**src/rtl/sram_axi_bridge_pkg.sv**
```systemverilog
// Shared definitions for the SRAM-like to AXI3 bridge: FSM state codes,
// fixed AXI attribute values and the size-to-byte-strobe mapping.
package sram_axi_bridge_pkg;

    localparam logic [2:0] ST_IDLE  = 3'd0;
    localparam logic [2:0] ST_RADDR = 3'd1;
    localparam logic [2:0] ST_RDATA = 3'd2;
    localparam logic [2:0] ST_WADDR = 3'd3;
    localparam logic [2:0] ST_WRESP = 3'd4;

    localparam logic [1:0] BURST_INCR = 2'b01;
    localparam logic [3:0] ID_INST    = 4'd0;
    localparam logic [3:0] ID_DATA    = 4'd1;
    localparam logic [3:0] LEN_SINGLE = 4'd0;
    localparam logic [1:0] SIZE_WORD  = 2'd2;

    // Lane enables for a naturally aligned access; sizes above half map to a full word.
    function automatic logic [3:0] size_to_wstrb(input logic [1:0] size,
                                                 input logic [1:0] offset);
        logic [3:0] strb;
        case (size)
            2'd0:    strb = 4'b0001 << offset;
            2'd1:    strb = offset[1] ? 4'b1100 : 4'b0011;
            default: strb = 4'b1111;
        endcase
        return strb;
    endfunction

endpackage

```
**src/rtl/sram_axi_bridge_if.sv**
```systemverilog
// 32-bit AXI3 bus between the bridge (master) and the interconnect (slave).
interface sram_axi_bridge_if;

    logic [3:0]  arid;
    logic [31:0] araddr;
    logic [3:0]  arlen;
    logic [2:0]  arsize;
    logic [1:0]  arburst;
    logic [1:0]  arlock;
    logic [3:0]  arcache;
    logic [2:0]  arprot;
    logic        arvalid;
    logic        arready;

    logic [31:0] rdata;
    logic [1:0]  rresp;
    logic        rvalid;
    logic        rready;

    logic [3:0]  awid;
    logic [31:0] awaddr;
    logic [3:0]  awlen;
    logic [2:0]  awsize;
    logic [1:0]  awburst;
    logic [1:0]  awlock;
    logic [3:0]  awcache;
    logic [2:0]  awprot;
    logic        awvalid;
    logic        awready;

    logic [3:0]  wid;
    logic [31:0] wdata;
    logic [3:0]  wstrb;
    logic        wlast;
    logic        wvalid;
    logic        wready;

    logic [1:0]  bresp;
    logic        bvalid;
    logic        bready;

    modport master (
        output arid, araddr, arlen, arsize, arburst, arlock, arcache, arprot, arvalid,
        input  arready,
        input  rdata, rresp, rvalid,
        output rready,
        output awid, awaddr, awlen, awsize, awburst, awlock, awcache, awprot, awvalid,
        input  awready,
        output wid, wdata, wstrb, wlast, wvalid,
        input  wready,
        input  bresp, bvalid,
        output bready
    );

    modport slave (
        input  arid, araddr, arlen, arsize, arburst, arlock, arcache, arprot, arvalid,
        output arready,
        output rdata, rresp, rvalid,
        input  rready,
        input  awid, awaddr, awlen, awsize, awburst, awlock, awcache, awprot, awvalid,
        output awready,
        input  wid, wdata, wstrb, wlast, wvalid,
        output wready,
        output bresp, bvalid,
        input  bready
    );

endinterface

```
**src/rtl/sram_axi_bridge.sv**
```systemverilog
// Serialises the instruction and data SRAM-like ports onto one AXI3 master,
// keeping at most one transaction in flight.
module sram_axi_bridge
    import sram_axi_bridge_pkg::*;
#(
    parameter bit DATA_FIRST = 1'b1
) (
    input  logic        clk,
    input  logic        rst,

    input  logic        inst_req,
    input  logic        inst_wr,
    input  logic [1:0]  inst_size,
    input  logic [31:0] inst_addr,
    input  logic [31:0] inst_wdata,
    output logic        inst_addr_ok,
    output logic        inst_data_ok,
    output logic [31:0] inst_rdata,

    input  logic        data_req,
    input  logic        data_wr,
    input  logic [1:0]  data_size,
    input  logic [31:0] data_addr,
    input  logic [31:0] data_wdata,
    output logic        data_addr_ok,
    output logic        data_data_ok,
    output logic [31:0] data_rdata,

    sram_axi_bridge_if.master axi
);

    logic [2:0]  state_q, state_d;
    logic        src_data_q;
    logic        wr_q;
    logic [1:0]  size_q;
    logic [31:0] addr_q;
    logic [31:0] wdata_q;
    logic        aw_done_q, aw_done_d;
    logic        w_done_q, w_done_d;

    logic        idle;
    logic        pick_data;
    logic        pick_inst;
    logic        grant;
    logic        req_wr;
    logic [1:0]  req_size;
    logic [31:0] req_addr;
    logic [31:0] req_wdata;
    logic        rsp_done;

    // Grants are only issued from IDLE and are suppressed while reset is held.
    assign idle      = (state_q == ST_IDLE) && !rst;
    assign pick_data = data_req && (DATA_FIRST || !inst_req);
    assign pick_inst = inst_req && (!DATA_FIRST || !data_req);
    assign grant     = idle && (pick_data || pick_inst);

    assign inst_addr_ok = idle && pick_inst;
    assign data_addr_ok = idle && pick_data;

    assign req_wr    = pick_data ? data_wr    : inst_wr;
    assign req_size  = pick_data ? data_size  : inst_size;
    assign req_addr  = pick_data ? data_addr  : inst_addr;
    assign req_wdata = pick_data ? data_wdata : inst_wdata;

    always_comb begin
        // NOTE: every variable gets a default first so no path leaves it unassigned (no latch).
        state_d   = state_q;
        aw_done_d = aw_done_q;
        w_done_d  = w_done_q;
        case (state_q)
            ST_IDLE: begin
                if (grant) state_d = req_wr ? ST_WADDR : ST_RADDR;
            end
            ST_RADDR: begin
                if (axi.arready) state_d = ST_RDATA;
            end
            ST_RDATA: begin
                if (axi.rvalid) state_d = ST_IDLE;
            end
            ST_WADDR: begin
                // Each channel retires independently; both may finish on the same edge.
                aw_done_d = aw_done_q | axi.awready;
                w_done_d  = w_done_q  | axi.wready;
                if (aw_done_d && w_done_d) begin
                    state_d   = ST_WRESP;
                    aw_done_d = 1'b0;
                    w_done_d  = 1'b0;
                end
            end
            ST_WRESP: begin
                if (axi.bvalid) state_d = ST_IDLE;
            end
            default: state_d = ST_IDLE;
        endcase
    end

    always_ff @(posedge clk or posedge rst) begin
        if (rst) begin
            state_q    <= ST_IDLE;
            src_data_q <= 1'b0;
            wr_q       <= 1'b0;
            size_q     <= '0;
            addr_q     <= '0;
            wdata_q    <= '0;
            aw_done_q  <= 1'b0;
            w_done_q   <= 1'b0;
        end else begin
            // NOTE: non-blocking assignments so every register samples pre-edge values.
            state_q   <= state_d;
            aw_done_q <= aw_done_d;
            w_done_q  <= w_done_d;
            if (grant) begin
                src_data_q <= pick_data;
                wr_q       <= req_wr;
                size_q     <= (req_size == 2'd3) ? SIZE_WORD : req_size;
                addr_q     <= req_addr;
                wdata_q    <= req_wdata;
            end
        end
    end

    assign rsp_done = ((state_q == ST_RDATA) && axi.rvalid) ||
                      ((state_q == ST_WRESP) && axi.bvalid);

    assign inst_data_ok = rsp_done && !src_data_q;
    assign data_data_ok = rsp_done &&  src_data_q;
    assign inst_rdata   = axi.rdata;
    assign data_rdata   = axi.rdata;

    assign axi.arid    = src_data_q ? ID_DATA : ID_INST;
    assign axi.araddr  = addr_q;
    assign axi.arlen   = LEN_SINGLE;
    assign axi.arsize  = {1'b0, size_q};
    assign axi.arburst = BURST_INCR;
    assign axi.arlock  = 2'b00;
    assign axi.arcache = 4'b0000;
    assign axi.arprot  = 3'b000;
    assign axi.arvalid = (state_q == ST_RADDR);
    assign axi.rready  = (state_q == ST_RDATA);

    assign axi.awid    = ID_DATA;
    assign axi.awaddr  = addr_q;
    assign axi.awlen   = LEN_SINGLE;
    assign axi.awsize  = {1'b0, size_q};
    assign axi.awburst = BURST_INCR;
    assign axi.awlock  = 2'b00;
    assign axi.awcache = 4'b0000;
    assign axi.awprot  = 3'b000;
    assign axi.awvalid = (state_q == ST_WADDR) && !aw_done_q;

    assign axi.wid     = ID_DATA;
    assign axi.wdata   = wdata_q;
    assign axi.wstrb   = size_to_wstrb(size_q, addr_q[1:0]);
    assign axi.wlast   = 1'b1;
    assign axi.wvalid  = (state_q == ST_WADDR) && !w_done_q;
    assign axi.bready  = (state_q == ST_WRESP);

    // Responses are always treated as OKAY; wr_q is kept for completeness of the latched request.
    logic unused_inputs;
    assign unused_inputs = ^{axi.rresp, axi.bresp, wr_q};

endmodule

```
**src/flat_wrapper.sv**
```systemverilog
// flat-port wrapper written by rule: the top's interface ports become plain ports
module sram_axi_bridge_flat import sram_axi_bridge_pkg::*;
#(
    parameter bit DATA_FIRST = 1'b1
)
  (clk, rst, inst_req, inst_wr, inst_size, inst_addr, inst_wdata, inst_addr_ok, inst_data_ok, inst_rdata, data_req, data_wr, data_size, data_addr, data_wdata, data_addr_ok, data_data_ok, data_rdata, axi_arid, axi_araddr, axi_arlen, axi_arsize, axi_arburst, axi_arlock, axi_arcache, axi_arprot, axi_arvalid, axi_arready, axi_rdata, axi_rresp, axi_rvalid, axi_rready, axi_awid, axi_awaddr, axi_awlen, axi_awsize, axi_awburst, axi_awlock, axi_awcache, axi_awprot, axi_awvalid, axi_awready, axi_wid, axi_wdata, axi_wstrb, axi_wlast, axi_wvalid, axi_wready, axi_bresp, axi_bvalid, axi_bready);
  sram_axi_bridge_if axi_i ();
  input  logic clk;
  input  logic rst;
  input  logic inst_req;
  input  logic inst_wr;
  input  logic [1:0] inst_size;
  input  logic [31:0] inst_addr;
  input  logic [31:0] inst_wdata;
  output logic inst_addr_ok;
  output logic inst_data_ok;
  output logic [31:0] inst_rdata;
  input  logic data_req;
  input  logic data_wr;
  input  logic [1:0] data_size;
  input  logic [31:0] data_addr;
  input  logic [31:0] data_wdata;
  output logic data_addr_ok;
  output logic data_data_ok;
  output logic [31:0] data_rdata;
  output wire logic [$bits(axi_i.arid)-1:0] axi_arid;
  output wire logic [$bits(axi_i.araddr)-1:0] axi_araddr;
  output wire logic [$bits(axi_i.arlen)-1:0] axi_arlen;
  output wire logic [$bits(axi_i.arsize)-1:0] axi_arsize;
  output wire logic [$bits(axi_i.arburst)-1:0] axi_arburst;
  output wire logic [$bits(axi_i.arlock)-1:0] axi_arlock;
  output wire logic [$bits(axi_i.arcache)-1:0] axi_arcache;
  output wire logic [$bits(axi_i.arprot)-1:0] axi_arprot;
  output wire logic [$bits(axi_i.arvalid)-1:0] axi_arvalid;
  input wire logic [$bits(axi_i.arready)-1:0] axi_arready;
  input wire logic [$bits(axi_i.rdata)-1:0] axi_rdata;
  input wire logic [$bits(axi_i.rresp)-1:0] axi_rresp;
  input wire logic [$bits(axi_i.rvalid)-1:0] axi_rvalid;
  output wire logic [$bits(axi_i.rready)-1:0] axi_rready;
  output wire logic [$bits(axi_i.awid)-1:0] axi_awid;
  output wire logic [$bits(axi_i.awaddr)-1:0] axi_awaddr;
  output wire logic [$bits(axi_i.awlen)-1:0] axi_awlen;
  output wire logic [$bits(axi_i.awsize)-1:0] axi_awsize;
  output wire logic [$bits(axi_i.awburst)-1:0] axi_awburst;
  output wire logic [$bits(axi_i.awlock)-1:0] axi_awlock;
  output wire logic [$bits(axi_i.awcache)-1:0] axi_awcache;
  output wire logic [$bits(axi_i.awprot)-1:0] axi_awprot;
  output wire logic [$bits(axi_i.awvalid)-1:0] axi_awvalid;
  input wire logic [$bits(axi_i.awready)-1:0] axi_awready;
  output wire logic [$bits(axi_i.wid)-1:0] axi_wid;
  output wire logic [$bits(axi_i.wdata)-1:0] axi_wdata;
  output wire logic [$bits(axi_i.wstrb)-1:0] axi_wstrb;
  output wire logic [$bits(axi_i.wlast)-1:0] axi_wlast;
  output wire logic [$bits(axi_i.wvalid)-1:0] axi_wvalid;
  input wire logic [$bits(axi_i.wready)-1:0] axi_wready;
  input wire logic [$bits(axi_i.bresp)-1:0] axi_bresp;
  input wire logic [$bits(axi_i.bvalid)-1:0] axi_bvalid;
  output wire logic [$bits(axi_i.bready)-1:0] axi_bready;
  assign axi_arid = axi_i.arid;
  assign axi_araddr = axi_i.araddr;
  assign axi_arlen = axi_i.arlen;
  assign axi_arsize = axi_i.arsize;
  assign axi_arburst = axi_i.arburst;
  assign axi_arlock = axi_i.arlock;
  assign axi_arcache = axi_i.arcache;
  assign axi_arprot = axi_i.arprot;
  assign axi_arvalid = axi_i.arvalid;
  assign axi_i.arready = axi_arready;
  assign axi_i.rdata = axi_rdata;
  assign axi_i.rresp = axi_rresp;
  assign axi_i.rvalid = axi_rvalid;
  assign axi_rready = axi_i.rready;
  assign axi_awid = axi_i.awid;
  assign axi_awaddr = axi_i.awaddr;
  assign axi_awlen = axi_i.awlen;
  assign axi_awsize = axi_i.awsize;
  assign axi_awburst = axi_i.awburst;
  assign axi_awlock = axi_i.awlock;
  assign axi_awcache = axi_i.awcache;
  assign axi_awprot = axi_i.awprot;
  assign axi_awvalid = axi_i.awvalid;
  assign axi_i.awready = axi_awready;
  assign axi_wid = axi_i.wid;
  assign axi_wdata = axi_i.wdata;
  assign axi_wstrb = axi_i.wstrb;
  assign axi_wlast = axi_i.wlast;
  assign axi_wvalid = axi_i.wvalid;
  assign axi_i.wready = axi_wready;
  assign axi_i.bresp = axi_bresp;
  assign axi_i.bvalid = axi_bvalid;
  assign axi_bready = axi_i.bready;
  sram_axi_bridge #(.DATA_FIRST(DATA_FIRST)) u_core (.clk(clk), .rst(rst), .inst_req(inst_req), .inst_wr(inst_wr), .inst_size(inst_size), .inst_addr(inst_addr), .inst_wdata(inst_wdata), .inst_addr_ok(inst_addr_ok), .inst_data_ok(inst_data_ok), .inst_rdata(inst_rdata), .data_req(data_req), .data_wr(data_wr), .data_size(data_size), .data_addr(data_addr), .data_wdata(data_wdata), .data_addr_ok(data_addr_ok), .data_data_ok(data_data_ok), .data_rdata(data_rdata), .axi(axi_i));
endmodule
```
**config.mk**
```make
export PLATFORM = sky130hd
export DESIGN_NAME = sram_axi_bridge_flat
export DESIGN_NICKNAME = d
export VERILOG_FILES = /design/src/rtl/sram_axi_bridge_pkg.sv /design/src/rtl/sram_axi_bridge_if.sv /design/src/rtl/sram_axi_bridge.sv /design/src/flat_wrapper.sv
export SDC_FILE = /design/constraint.sdc
export NUM_CORES = 1
export LEC_CHECK = 0
export CAP_MARGIN = 20
export CORE_AREA = 5 5 151 153
export CTS_BUF_LIST = sky130_fd_sc_hd__clkbuf_4 sky130_fd_sc_hd__clkbuf_8 sky130_fd_sc_hd__clkbuf_16
export DETAILED_ROUTE_END_ITERATION = 8
export DIE_AREA = 0 0 156 158
export PLACE_DENSITY_LB_ADDON = 0.2
export SYNTH_ARGS = -nofsm -noshare
export SYNTH_HDL_FRONTEND = slang
export SYNTH_SLANG_ARGS = --single-unit
```
**constraint.sdc**
```tcl
create_clock -name clk -period 5.4 [get_ports clk]
set_input_delay 1.08 -clock clk [delete_from_list [all_inputs] [get_ports clk]]
set_output_delay 1.08 -clock clk [all_outputs]
set_load 0.005 [all_outputs]
```
**Yosys cells after proc, flatten, opt, wreduce, memory -nomap -nowiden**

Index checks and enable logic that the tools add are counted.
W data, S select, Z words.

- Register bits after elaboration: 72
- Output and inout bits: 222

- Equal/unequal tests: 11
- Shifts and indexed selects: 1
- Mux-type cells: 17
- Bitwise logic cells: 2
- Reductions and logical operators: 22

Operators by type and width:

| kind | number |
|---|---|
| $mux W32 | 2 |
| $mux W3 | 5 |
| $pmux W3 S5 | 1 |
| $logic_and A1 B1 Y1 | 12 |
| $pmux W4 S2 | 1 |
| $eq A3 B2 Y1 const B | 2 |
| $mux W2 | 3 |
| $ne A2 B1 Y1 const B | 3 |
| $logic_not A1 Y1 | 5 |
| $reduce_and A5 Y1 | 1 |
| $mux W1 | 4 |
| $mux W4 | 1 |
| $ne A2 B2 Y1 const B | 2 |
| $shl A1 B2 Y4 const A | 1 |
| $eq A3 B1 Y1 const B | 1 |
| $eq A3 B3 Y1 const B | 1 |
| $logic_not A3 Y1 | 1 |
| $eq A2 B1 Y1 const B | 1 |
| $eq A2 B2 Y1 const B | 1 |
| $logic_not A2 Y1 | 1 |
| $logic_or A1 B1 Y1 | 2 |
| $or A1 B1 Y1 | 2 |

**Depth between registers and ports, before layout**

- Depth in word-level cells: 6
- Gate-level depth with buffers: 7

**Least setup slack after synthesis**

OpenSTA, ideal clock, no wires.

- Kind: input-to-output
- From: input data_req
- To: output inst_addr_ok
- Arrival time: 1.927 ns
- Required time: 4.320 ns
- Setup slack: 2.393 ns
- Cell stages on the path: 4
- Buffers on the path: 3
- Cell sequence: clkbuf_1 buf_2 buf_2 nor2_1

- Word-level cells in the longest chain between the ends: 3

RTL lines:

| item | RTL line | text |
|---|---|---|
| start: declaration | flat_wrapper.sv:18 | `input logic data_req;` |
| $logic_not A1 Y1 | sram_axi_bridge.sv:54 | `assign pick_inst = inst_req && (!DATA_FIRST \|\| !data_req);` |
| $logic_and A1 B1 Y1 | sram_axi_bridge.sv:54 |  |
| $logic_and A1 B1 Y1 | sram_axi_bridge.sv:57 | `assign inst_addr_ok = idle && pick_inst;` |
| end: declaration | flat_wrapper.sv:15 | `output logic inst_addr_ok;` |

No other way between the ends.

**Final worst setup path**

- From: input axi_bvalid
- To: output data_data_ok

- Word-level cells in the longest chain between the ends: 3

RTL lines:

| item | RTL line | text |
|---|---|---|
| start: declaration | flat_wrapper.sv:57 | `input wire logic [$bits(axi_i.bvalid)-1:0] axi_bvalid;` |
| $logic_and A1 B1 Y1 | sram_axi_bridge.sv:123 | `((state_q == ST_WRESP) && axi.bvalid);` |
| $logic_or A1 B1 Y1 | sram_axi_bridge.sv:122 | `assign rsp_done = ((state_q == ST_RDATA) && axi.rvalid) \|\|` |
| $logic_and A1 B1 Y1 | sram_axi_bridge.sv:126 | `assign data_data_ok = rsp_done && src_data_q;` |
| end: declaration | flat_wrapper.sv:24 | `output logic data_data_ok;` |

No other way between the ends.

==> metrics <==
Final HPWL DP=10190 µm; Arr. time, crit path=2490 ps; Max-slew headroom=0.5365; Synth Area in Compound Gates=0.09783; TritonCTS buffer count=9; drt drc=0; crit path max fanout=2; setup TNS=0 ps; Hold Buf Count CTS=0; fin area=0.006804 mm²; r2r setup slk=between 3000 and 4000 ps; area leader, netlist=dfrtp_1; CTS clk-pin slew, worst paths=60 ps; drt wl/cell=14.16 µm; largest net degree at the start of global routing=between 80 and 90; met2 GRT Util=0.1766; final hold violation count=0; Pleak=2.879 nW; Die H=around 160 µm; Placed Cells=905; Critical Path RT=approximately 4300 ps; pre-CTS worst setup slack=roughly 1800 ps; Yosys warning count=0; Final min period=3567 ps; most common cell after layout, fill and taps aside=clkdlybuf4s50_1; vias in the first global route=between 3000 and 4000; RSZ-0062 raised after global routing=false; Initial Util=0.2126; reg2reg end=u_core.axi.araddr[14]$_DFFE_PP0P_; setup ws final=roughly 1800 ps; Worst Path Buf+Inv=2; pwr/cell area=around 470 mW/mm²; Slew @ Worst Pin=between 600 and 700 ps; first-pass GRT wire length=19420 µm; Yosys top cell area share=0.3957; DRT iter0 DRCs=130; post-synthesis cell area=roughly 0.0046 mm²; Final Util=0.3177; Startpoint Class=primary input; critical path depth in cells=5; Via density=3.868; CTS tree=done; Max Clock Skew=9.938 ps; main combinational cell family by area after synthesis=buffers and inverters; clock latency on the worst-skew pair=340 ps; post-CTS setup buffer count=0; placed inst area=0.006472 mm²; CP startpoint=axi_bvalid; Hold Crit Class=register to register; FF-to-FF Start=u_core.state_q[0]$_DFFE_PP0P_; largest cells by area after synthesis=dfrtp_1 (40%), buf_4 (24%), mux2i_1 (14%); outcome=completed; XOR/XNOR share of the synthesized area=0; Most common cell on crit path=clkdlybuf4s50_1; Yosys reg bits=72; CP endpoint kind=output pin; WHS=522.2 ps; DR vias=about 3600; most frequent cells in the layout=clkdlybuf4s50_1 (255), nor2_1 (81), dfrtp_1 (72), a21oi_1 (66), mux2i_1 (65); reg2reg path depth=6; Ant. Diodes=0; slowest stage cell, crit path=clkdlybuf4s50_1; M1 GR Usage=0.1076; overall power=3.169 mW; # nets final=815; Total GRT Usage=0.09993; simple-gate area share of the yosys netlist=0.09343; Layout area overhead=49.44%; TritonRoute pass-1 iters=4; fmax=0.2803 GHz; DRT antenna net count=0; Die Area=approximately 0.025 mm²; Max clock buf depth=2; core area=0.02142 mm²; critical path's top delay family=buffers and inverters; Synth Area in Adders=0; Cell Rows=54; Finished Layout Cells=921; critical path type=primary input to output pin; initial antenna violation count=0; Cell variety after synth=30; VDD IR-drop max=0.0001903 V; drt total wl=~13000 µm; met3 usage=0.04019; register area share after synthesis=0.3957; crit path to=data_data_ok; final period utilization=0.6606; PortBufs=256; Final Max Slew Viols=0; Post-Synthesis Cells=just under 500; slowest stage delay, CP=530 ps; share of layout cells above drive strength 1=0.04056; CP cell instances=clkdlybuf4s50_1 > nand2_1 > a2bb2oi_1 > nor3b_1 > clkdlybuf4s50_1; GRT busiest layer=met2; Final GP Congestion=~0.80; maxcap violations=0; syn avg cell area=around 9.3 µm²; I/O pins=401; H-tree Lvls=3; DIE WIDTH=156 µm; GR Overflow Total=0; mux cell area share after synthesis=0.1454; Clk Tree Root Cell=clkbuf_16; CTS Sinks=slightly above 70; PostCTS Resize Cnt=0; # setup viols final=0
-- worst min-delay path by stage --
stage	startpoint	end	slack (ps)	depth (start not counted)
final	u_core.axi.wdata[17]$_DFFE_PP0P_	u_core.axi.wdata[17]$_DFFE_PP0P_	520	2
after global routing	u_core.axi.wdata[18]$_DFFE_PP0P_	u_core.axi.wdata[18]$_DFFE_PP0P_	560	2
after CTS	u_core.axi.wdata[6]$_DFFE_PP0P_	u_core.axi.wdata[6]$_DFFE_PP0P_	530	2
after detailed placement	u_core.axi.wdata[6]$_DFFE_PP0P_	u_core.axi.wdata[6]$_DFFE_PP0P_	520	2
after global placement	u_core.axi.wdata[11]$_DFFE_PP0P_	u_core.axi.wdata[11]$_DFFE_PP0P_	510	2
after floorplan	u_core.src_data_q$_DFFE_PP0P_	u_core.src_data_q$_DFFE_PP0P_	490	1
-- synthesized netlist by cell type --
cell / number
nor3_4: 1
buf_6: 2
or3_1: 1
a31oi_1: 2
mux2i_1: 65
nand2_1: 4
nand2b_1: 1
o311a_1: 1
mux2_2: 1
a21o_1: 2
o31ai_1: 1
nor3_1: 2
o21bai_1: 4
nor3b_1: 3
dfrtp_1: 72
o32a_1: 1
buf_4: 144
a211oi_1: 1
nor2b_1: 3
and2_1: 1
o221ai_1: 1
a2bb2oi_1: 1
buf_2: 14
or4b_2: 2
conb_1: 2
o21ai_0: 1
a21oi_1: 66
inv_1: 3
nor2_1: 81
clkbuf_1: 7
-- cell families after synthesis --
kind of cell | Yosys count
AO/OA/AOI/OAI | 81
buffers and inverters | 170
flip-flops | 72
multiplexers | 66
other | 2
AND/OR/NAND/NOR | 99
-- power by group --
group          switching (mW)  internal [mW]
Sequential              0.211          0.802
Clock                   0.240          0.429
Combinational           0.532          0.955
-- registers in the layout, summed over array words and instances (netlist names) --
register / count
u_core.state_q: 3
u_core.axi.wdata: 32
u_core.size_q: 2
u_core.axi.araddr: 32
u_core.w_done_q: 1
u_core.aw_done_q: 1
u_core.src_data_q: 1
-- worst reg2reg max path: cells and delay by family (launching register included) --
family          cells  cell delay, ps
simple gates        3             750
buf+inv             2             780
compound gates      1             140
flops               1             530
-- cell type report --
class	count	area, µm²
Clock buffer	11	252.7
Clock inverter	5	78.83
Fill cell	2154	14610
Inverter	3	12.51
Multi-Input combinational cell	290	1698
Sequential cell	72	1802
Tap cell	280	350.3
Timing Repair Buffer	260	2610
-- per-layer routing --
layer | wire (µm) | part of all wire | vias to the layer above
li1 | - | - | 1735
met1 | 4633 | 0.36 | 1620
met2 | 6728 | 0.52 | 176
met3 | 1429 | 0.11 | 31
met4 | 251 | 0.019 | 0
met5 | 0 | 0 | -
No activity file was read; power rests on OpenSTA's default activity.
